===== src/rtl/pipe_hazard_ctrl.sv =====
// pipe_hazard_ctrl
// Central stall/flush controller for a 5-stage in-order pipeline.
// It resolves load-use hazards, taken jumps, multi-cycle MDU ops, WFI
// sleep, and interrupt entry/return.
// Control outputs are combinational in the current state and pipeline
// inputs, because flushes and bubbles must act in the same cycle as
// the event that causes them.
module pipe_hazard_ctrl #(
   parameter int unsigned MDU_LAT = 4
) (
   input  logic       clk,
   input  logic       rst,
   input  logic [4:0] IF_ID_rs1,
   input  logic [4:0] IF_ID_rs2,
   input  logic       IF_ID_use_rs1,
   input  logic       IF_ID_use_rs2,
   input  logic [4:0] ID_EX_rd,
   input  logic       ID_EX_memread_1bit,
   input  logic       ex_jump_taken,
   input  logic       ex_mdu_start,
   input  logic       ex_wfi,
   input  logic       ex_mret,
   input  logic       irq_pending,
   input  logic       imem_wait,
   input  logic       dmem_wait,
   output logic       stall_CPU,
   output logic       stall_hazard,
   output logic       flush_if_id,
   output logic       flush_id_ex,
   output logic       irq_take,
   output logic       mdu_done,
   output logic       wfi_active,
   output logic       in_handler,
   output logic [1:0] state
);

   typedef enum logic [1:0] {
      ST_RUN       = 2'd0,
      ST_MDU_BUSY  = 2'd1,
      ST_WFI_SLEEP = 2'd2,
      ST_IRQ_ENTER = 2'd3
   } state_t;

   // Start cycle counts as one EX cycle and the counter==0 cycle as another,
   // so the countdown starts at MDU_LAT-2.
   localparam logic [3:0] C_MDU_LOAD = 4'(MDU_LAT - 2);

   state_t     r_state;
   state_t     w_state_nxt;
   logic [3:0] r_cnt;
   logic [3:0] w_cnt_nxt;
   logic       r_in_handler;
   logic       w_in_handler_nxt;

   logic       w_mem_stall;
   logic       w_load_use;
   logic       w_irq_req;
   logic       w_stall_hazard;
   logic       w_flush_if_id;
   logic       w_flush_id_ex;
   logic       w_irq_take;
   logic       w_mdu_done;
   logic       w_wfi_active;

   // Hazard detection terms shared by every state.
   always_comb begin
      w_mem_stall = imem_wait | dmem_wait;
      w_load_use  = ID_EX_memread_1bit & (ID_EX_rd != 5'd0) &
                    ((IF_ID_use_rs1 & (IF_ID_rs1 == ID_EX_rd)) |
                     (IF_ID_use_rs2 & (IF_ID_rs2 == ID_EX_rd)));
      // Nested interrupts are blocked while the handler runs.
      w_irq_req   = irq_pending & ~r_in_handler;
   end

   // Next-state and pipeline control decode; a memory stall freezes everything.
   always_comb begin
      w_state_nxt      = r_state;
      w_cnt_nxt        = r_cnt;
      w_in_handler_nxt = r_in_handler;
      w_stall_hazard   = 1'b0;
      w_flush_if_id    = 1'b0;
      w_flush_id_ex    = 1'b0;
      w_irq_take       = 1'b0;
      w_mdu_done       = 1'b0;
      w_wfi_active     = 1'b0;
      case (r_state)
         ST_RUN: begin
            if (w_mem_stall) begin
               w_state_nxt = r_state;
            end else begin
               // MRET leaves the handler regardless of the event taken below.
               if (ex_mret) begin
                  w_in_handler_nxt = 1'b0;
               end else begin
                  w_in_handler_nxt = r_in_handler;
               end
               if (w_irq_req) begin
                  w_state_nxt = ST_IRQ_ENTER;
               end else if (ex_jump_taken) begin
                  w_flush_if_id = 1'b1;
                  w_flush_id_ex = 1'b1;
               end else if (ex_mdu_start) begin
                  w_cnt_nxt   = C_MDU_LOAD;
                  w_state_nxt = ST_MDU_BUSY;
               end else if (ex_wfi) begin
                  // With an interrupt already pending, WFI retires as a NOP.
                  if (irq_pending) begin
                     w_state_nxt = ST_RUN;
                  end else begin
                     w_state_nxt = ST_WFI_SLEEP;
                  end
               end else if (w_load_use) begin
                  w_stall_hazard = 1'b1;
               end else begin
                  w_state_nxt = ST_RUN;
               end
            end
         end
         ST_MDU_BUSY: begin
            if (w_mem_stall) begin
               w_cnt_nxt = r_cnt;
            end else if (r_cnt == 4'd0) begin
               w_mdu_done  = 1'b1;
               w_state_nxt = ST_RUN;
            end else begin
               w_cnt_nxt = r_cnt - 4'd1;
            end
         end
         ST_WFI_SLEEP: begin
            w_wfi_active = 1'b1;
            // Any pending interrupt wakes the core, even inside a handler.
            if (!w_mem_stall && irq_pending) begin
               w_state_nxt = ST_IRQ_ENTER;
            end else begin
               w_state_nxt = ST_WFI_SLEEP;
            end
         end
         ST_IRQ_ENTER: begin
            if (w_mem_stall) begin
               w_state_nxt = ST_IRQ_ENTER;
            end else begin
               w_irq_take       = 1'b1;
               w_flush_if_id    = 1'b1;
               w_flush_id_ex    = 1'b1;
               w_in_handler_nxt = 1'b1;
               w_state_nxt      = ST_RUN;
            end
         end
         default: begin
            w_state_nxt = ST_RUN;
         end
      endcase
   end

   // State, MDU countdown and handler flag; reset abandons any operation.
   always_ff @(posedge clk or posedge rst) begin
      if (rst) begin
         r_state      <= ST_RUN;
         r_cnt        <= 4'd0;
         r_in_handler <= 1'b0;
      end else begin
         r_state      <= w_state_nxt;
         r_cnt        <= w_cnt_nxt;
         r_in_handler <= w_in_handler_nxt;
      end
   end

   // Outputs are forced low while reset is held, except the memory-stall freeze.
   always_comb begin
      stall_CPU    = w_mem_stall | (r_state == ST_MDU_BUSY) | (r_state == ST_WFI_SLEEP);
      stall_hazard = w_stall_hazard & ~rst;
      flush_if_id  = w_flush_if_id  & ~rst;
      flush_id_ex  = w_flush_id_ex  & ~rst;
      irq_take     = w_irq_take     & ~rst;
      mdu_done     = w_mdu_done     & ~rst;
      wfi_active   = w_wfi_active   & ~rst;
      in_handler   = r_in_handler   & ~rst;
      state        = r_state;
   end

endmodule


===== config.mk =====
export PLATFORM = sky130hd
export DESIGN_NAME = pipe_hazard_ctrl
export DESIGN_NICKNAME = d
export VERILOG_FILES = /design/src/rtl/pipe_hazard_ctrl.sv
export SDC_FILE = /design/constraint.sdc
export NUM_CORES = 1
export LEC_CHECK = 0
export CORE_UTILIZATION = 35
export DETAILED_ROUTE_END_ITERATION = 10
export PLACE_DENSITY = 0.71
export SYNTH_ARGS = -nofsm -noshare
export SYNTH_HDL_FRONTEND = slang
export SYNTH_SLANG_ARGS = --single-unit
export TNS_END_PERCENT = 100

===== constraint.sdc =====
create_clock -name clk -period 2.2 [get_ports clk]
set_input_delay 0.33 -clock clk [delete_from_list [all_inputs] [get_ports clk]]
set_output_delay 0.33 -clock clk [all_outputs]
set_load 0.05 [all_outputs]

# Word-level counts from Yosys, hierarchy flattened
# Cells that the tools add are included.
# totals
inputBits,27
reg_bits,7
word_cells,87
output_inout_bits,10
# op_classes
muxes,40
n_eq_ne,16
n_reduce_logical,10
bitwise_logic,17
n_addsub,1
# ops
op,n
$mux W4,6
$mux W1,20
$mux W2,10
$ne A2 B2 Y1 const B,9
$and A1 B1 Y1,11
$eq A5 B5 Y1,2
$pmux W2 S4,1
$pmux W4 S2,1
$reduce_and A7 Y1,1
$ne A5 B5 Y1 const B,1
$reduce_and A5 Y1,1
$reduce_bool A5 Y1,1
$eq A2 B2 Y1 const B,2
$logic_not A4 Y1,1
$or A1 B1 Y1,4
$pmux W1 S2,2
$reduce_and A4 Y1,1
$reduce_bool A2 Y1,2
$sub A4 B1 Y4 const B,1
$ne A3 B3 Y1 const B,1
$eq A2 B1 Y1 const B,1
$logic_not A2 Y1,1
$not A1 Y1,2
$logic_and A1 B1 Y1,1
$logic_not A1 Y1,1

# Logic depth before layout (Yosys ltp)
# depth
depth_word,12
mapped_depth,7
depth_no_buf,7

# Worst setup path before layout
# Ideal clock, no wire load.
# synth_timing
path_type,register -> output
start,register r_state[0] (netlist: state[0])
end,output port flush_if_id
required_time_ps,1870
setup_slack_ps,-1251
path_buffers,1
t_arrival_ps,3121
path_stages_with_launch,5
path_cell_list,dfrtp_1 > inv_1 > ha_1 > nor4_1 > buf_4
# synth_via
elab_chain_cells,3
elab_cells_between_ends,4
cone_classes,eq/ne: 1; mux: 1; bitwise: 1; reduce/logical: 1
# synth_lines
item,line,source
from (decl),48,state_t r_state;
from (signal assigned),162,r_state <= w_state_nxt;
$eq A2 B2 Y1 or $logic_not A2 Y1 (tied branches),-,
$pmux W1 S2 (*),-,
$and A1 B1 Y1 (*),-,
to (decl),28,"output logic flush_if_id,"
# Mark *: on every way between the ends. The rest lies on a longest branch, timed or not.

# Worst setup path after layout
# layout_timing
start,input port IF_ID_rs1[4]
end,output port stall_hazard
# layout_via
elab_chain_cells,12
# layout_lines
item,line,source
from (decl),13,"input logic [4:0] IF_ID_rs1,"
$eq A5 B5 Y1,69,((IF_ID_use_rs1 & (IF_ID_rs1 == ID_EX_rd)) |
$and A1 B1 Y1,69,
$or A1 B1 Y1,69,
$and A1 B1 Y1,68,w_load_use = ID_EX_memread_1bit & (ID_EX_rd != 5'd0) &
$mux W1,112,end else if (w_load_use) begin
$mux W1,105,end else if (ex_wfi) begin
$mux W1,102,end else if (ex_mdu_start) begin
$mux W1,99,end else if (ex_jump_taken) begin
$mux W1,97,if (w_irq_req) begin
$mux W1,88,if (w_mem_stall) begin
$mux W1,86,case (r_state)
$and A1 B1 Y1,171,stall_hazard = w_stall_hazard & ~rst;
to (decl),27,"output logic stall_hazard,"
# No other way between the ends.

==> impl_metrics.tcl <==
set metrics [dict create \
    status "finished clean" \
    finalSetupViolCount 0 \
    hold_viol_final 0 \
    reg2regPathDepth 7 \
    grt_pass1_wl_um 3100 \
    holdPathStages 1 \
    finalPower_mw 1.23 \
    wirelength_um 2180 \
    routedWlPerCell_um 12.9 \
    grt_setup_unrepaired "yes" \
    drv_cap 0 \
    powerDensity_mw_per_mm2 881 \
    synthesis.nets 127 \
    yosysSeqAreaShare 0.236 \
    yosys.area_share.simple 0.268 \
    finalCriticalPeriod_ns 2.13 \
    cts-root-buf "clkbuf_4" \
    synth_area_leader_cell "dfrtp_1" \
    slew_headroom 0.662 \
    hold_path.class "register to register" \
    r2r_start "r_cnt[0]" \
    ant_nets 0 \
    rrSetupSlack_ns 0.27 \
    worst_pin_slew_ns 0.505 \
    r2r_end "state[1]" \
    clk_path_buf_depth 2 \
    num_io_pins 37 \
    fin_cells 169 \
    finalSetupTns_ns 0 \
    min_to "r_cnt[3]" \
    insertion_delay_ns 0.27 \
    synth.top_cell.area_share 0.236 \
    cp_slowest_cell "clkdlybuf4s50_1" \
    synth_common_cells "xnor2_1 (10), inv_1 (9), nand2_1 (9)" \
    cp.required_ns 1.87 \
    drv_slew 0 \
    synthAdderAreaFrac 0.101 \
    design.core.area_mm2 0.00198 \
    drt_iter0_markers 19 \
    cts_sinks 7 \
    tritoncts "yes" \
    synthToLayoutAreaGrowth_pct 87.5 \
    avgViaCountPerCell 5.09 \
    ys_types 36 \
    fin_crit_sh 0.966 \
    crit_path_start_kind "input port" \
    muxShareOfSynthArea 0.0152 \
    critPathMaxFanout 2 \
    synthCells 94 \
    start_util 0.375 \
    slowest_delay_ns 0.47 \
    peakVddDrop_mv 0.597 \
    critical_path_buf_inv_count 2 \
    vias 860 \
    dp_hpwl_um 1790 \
    crit_chain "clkdlybuf4s50_1, xnor2_1, nand4_1, o22ai_2, nand2_2, nor4_4, buf_12" \
    finalClockSkew_ns 0.00796 \
    drt_first_pass_iters 4 \
    synth.avg_cell_area_um2 7.91 \
    gp_congestion 0.830 \
    portBuffers 36 \
    grt_max_degree 11 \
    diodes 0 \
    postCtsHoldBufs 0 \
    overflow 0 \
    setup_slack_ns 0.0746 \
    cts_buffers 3 \
    synth-warning-count 0 \
    nNetsFinal 176 \
    rows 16 \
    h-tree-depth 1 \
    cp.arrival_ns 1.80 \
    synth_area_leaders "dfrtp_1 (24%), xnor2_1 (12%), ha_1 (10%)" \
    critPathKind "input port to output port" \
    die_area_mm2 0.00231 \
    grt.total_usage 0.200 \
    power.leakage_nw 0.617 \
    grt_pass1_vias 766 \
    dp_slack_ns -0.109 \
    synth_top_family_by_area "simple AND/OR/NAND/NOR gates" \
    dp.cells 161 \
    synth_xor_area_frac 0.118 \
    drc_errors 0 \
    synth-edff-count 0 \
    ys_ff_latch 7 \
    synth_compound_area_frac 0.197 \
    hold_start "r_cnt[3]" \
    yosysMostFrequentCell "xnor2_1" \
    antenna_found_initial 0 \
    synthFlopType "dfrtp_1" \
    path_delay_family "buffers and inverters" \
    drive_above_1_share 0.254 \
    synthArstFlopShare 1.00 \
    synth_area_um2 743 \
    crit_path_end_kind "output port" \
    max_freq_mhz 471 \
    die_h_um 48.1 \
    dieWidth_um 48.1 \
    clk_pin_slew_ns 0.06 \
    hold_ws_ns 0.516 \
]
## worst max path at each step
stage	start	endpoint	slack, ns	cells past startpoint
after floorplan	state[1]	stall_hazard	-0.09	6
after global placement	ID_EX_rd[1]	stall_hazard	-0.10	7
after detailed placement	ID_EX_rd[4]	stall_hazard	-0.11	7
after CTS	ID_EX_rd[4]	stall_hazard	0.01	7
after global routing	state[0]	stall_hazard	-0.02	7
final	IF_ID_rs1[4]	stall_hazard	0.07	7
## cell type report
type / count / area [µm²]
clock buffer: 4 / 26.3
fill: 154 / 588
inverter: 9 / 33.8
multi-input combinational: 75 / 592
sequential: 7 / 178
tap: 27 / 33.8
timing repair buffer: 47 / 531
## cells in the final DEF (no fill, tap or decap), types with 2 or more instances in the layout
cell type and count:
a21oi_1 6, buf_12 7, buf_4 12, clkbuf_4 3, clkdlybuf4s50_1 20, dfrtp_1 5
dfrtp_2 2, dlymetal6s2s_1 8, ha_1 5, inv_1 7, inv_2 2, nand2_1 7
nand2b_1 2, nand3_1 2, nand4_1 2, nor2_1 3, nor2b_1 3, nor4_4 3
o21ai_0 2, o21ai_1 5, o22ai_1 2, o31ai_1 2, xnor2_1 10
## repair_timing
| item | in CTS | in global routing |
|---|---|---|
| resized for setup | 2 | 9 |
| pin swaps | 1 | 7 |
| endpoints found under the setup margin | 1 | 1 |
| setup buffers | 0 | 4 |
## sequential cells by signal, indices dropped and copies added (netlist names)
| signal | flops |
|---|---|
| r_cnt | 4 |
| r_in_handler | 1 |
| state | 2 |
## layer usage
layer | global-route usage | up-vias | wire, µm
met1 | 0.220 | 389 | 861
met4 | 0.0500 | 0 | 34
met2 | 0.354 | 37 | 1160
met3 | 0.0830 | 5 | 128
met5 | 0 | - | 0
li1 | - | 429 | -
## stage by stage
step | instance area, µm² | util
detailed placement | 1300 | 0.658
floorplan | 808 | -
global placement | 1300 | 0.658
finish | 1390 | 0.703
global route | 1390 | 0.703
CTS | 1340 | 0.675
## power breakdown
part | switching [mW] | internal, mW | leakage [nW] | total [mW]
logic | 0.465 | 0.389 | 0.516 | 0.853
registers | 0.0595 | 0.189 | 0.0857 | 0.248
clock network | 0.0561 | 0.0698 | 0.0150 | 0.126
## cell families after synthesis
kind of cell	Yosys count
simple gates	34
compound gates	24
mux	1
flops	7
xor+xnor	10
buf+inv	12
fa+ha+maj	6
## worst register-to-register path: stages, from the launching register on
cell     delay (ns)
dfrtp_1        0.43
inv_1          0.11
ha_1           0.16
or3b_1         0.38
o21ai_1        0.14
o21ai_1        0.11
a21oi_2        0.15
mux2_1         0.34
No activity file was read; power rests on OpenSTA's default activity.
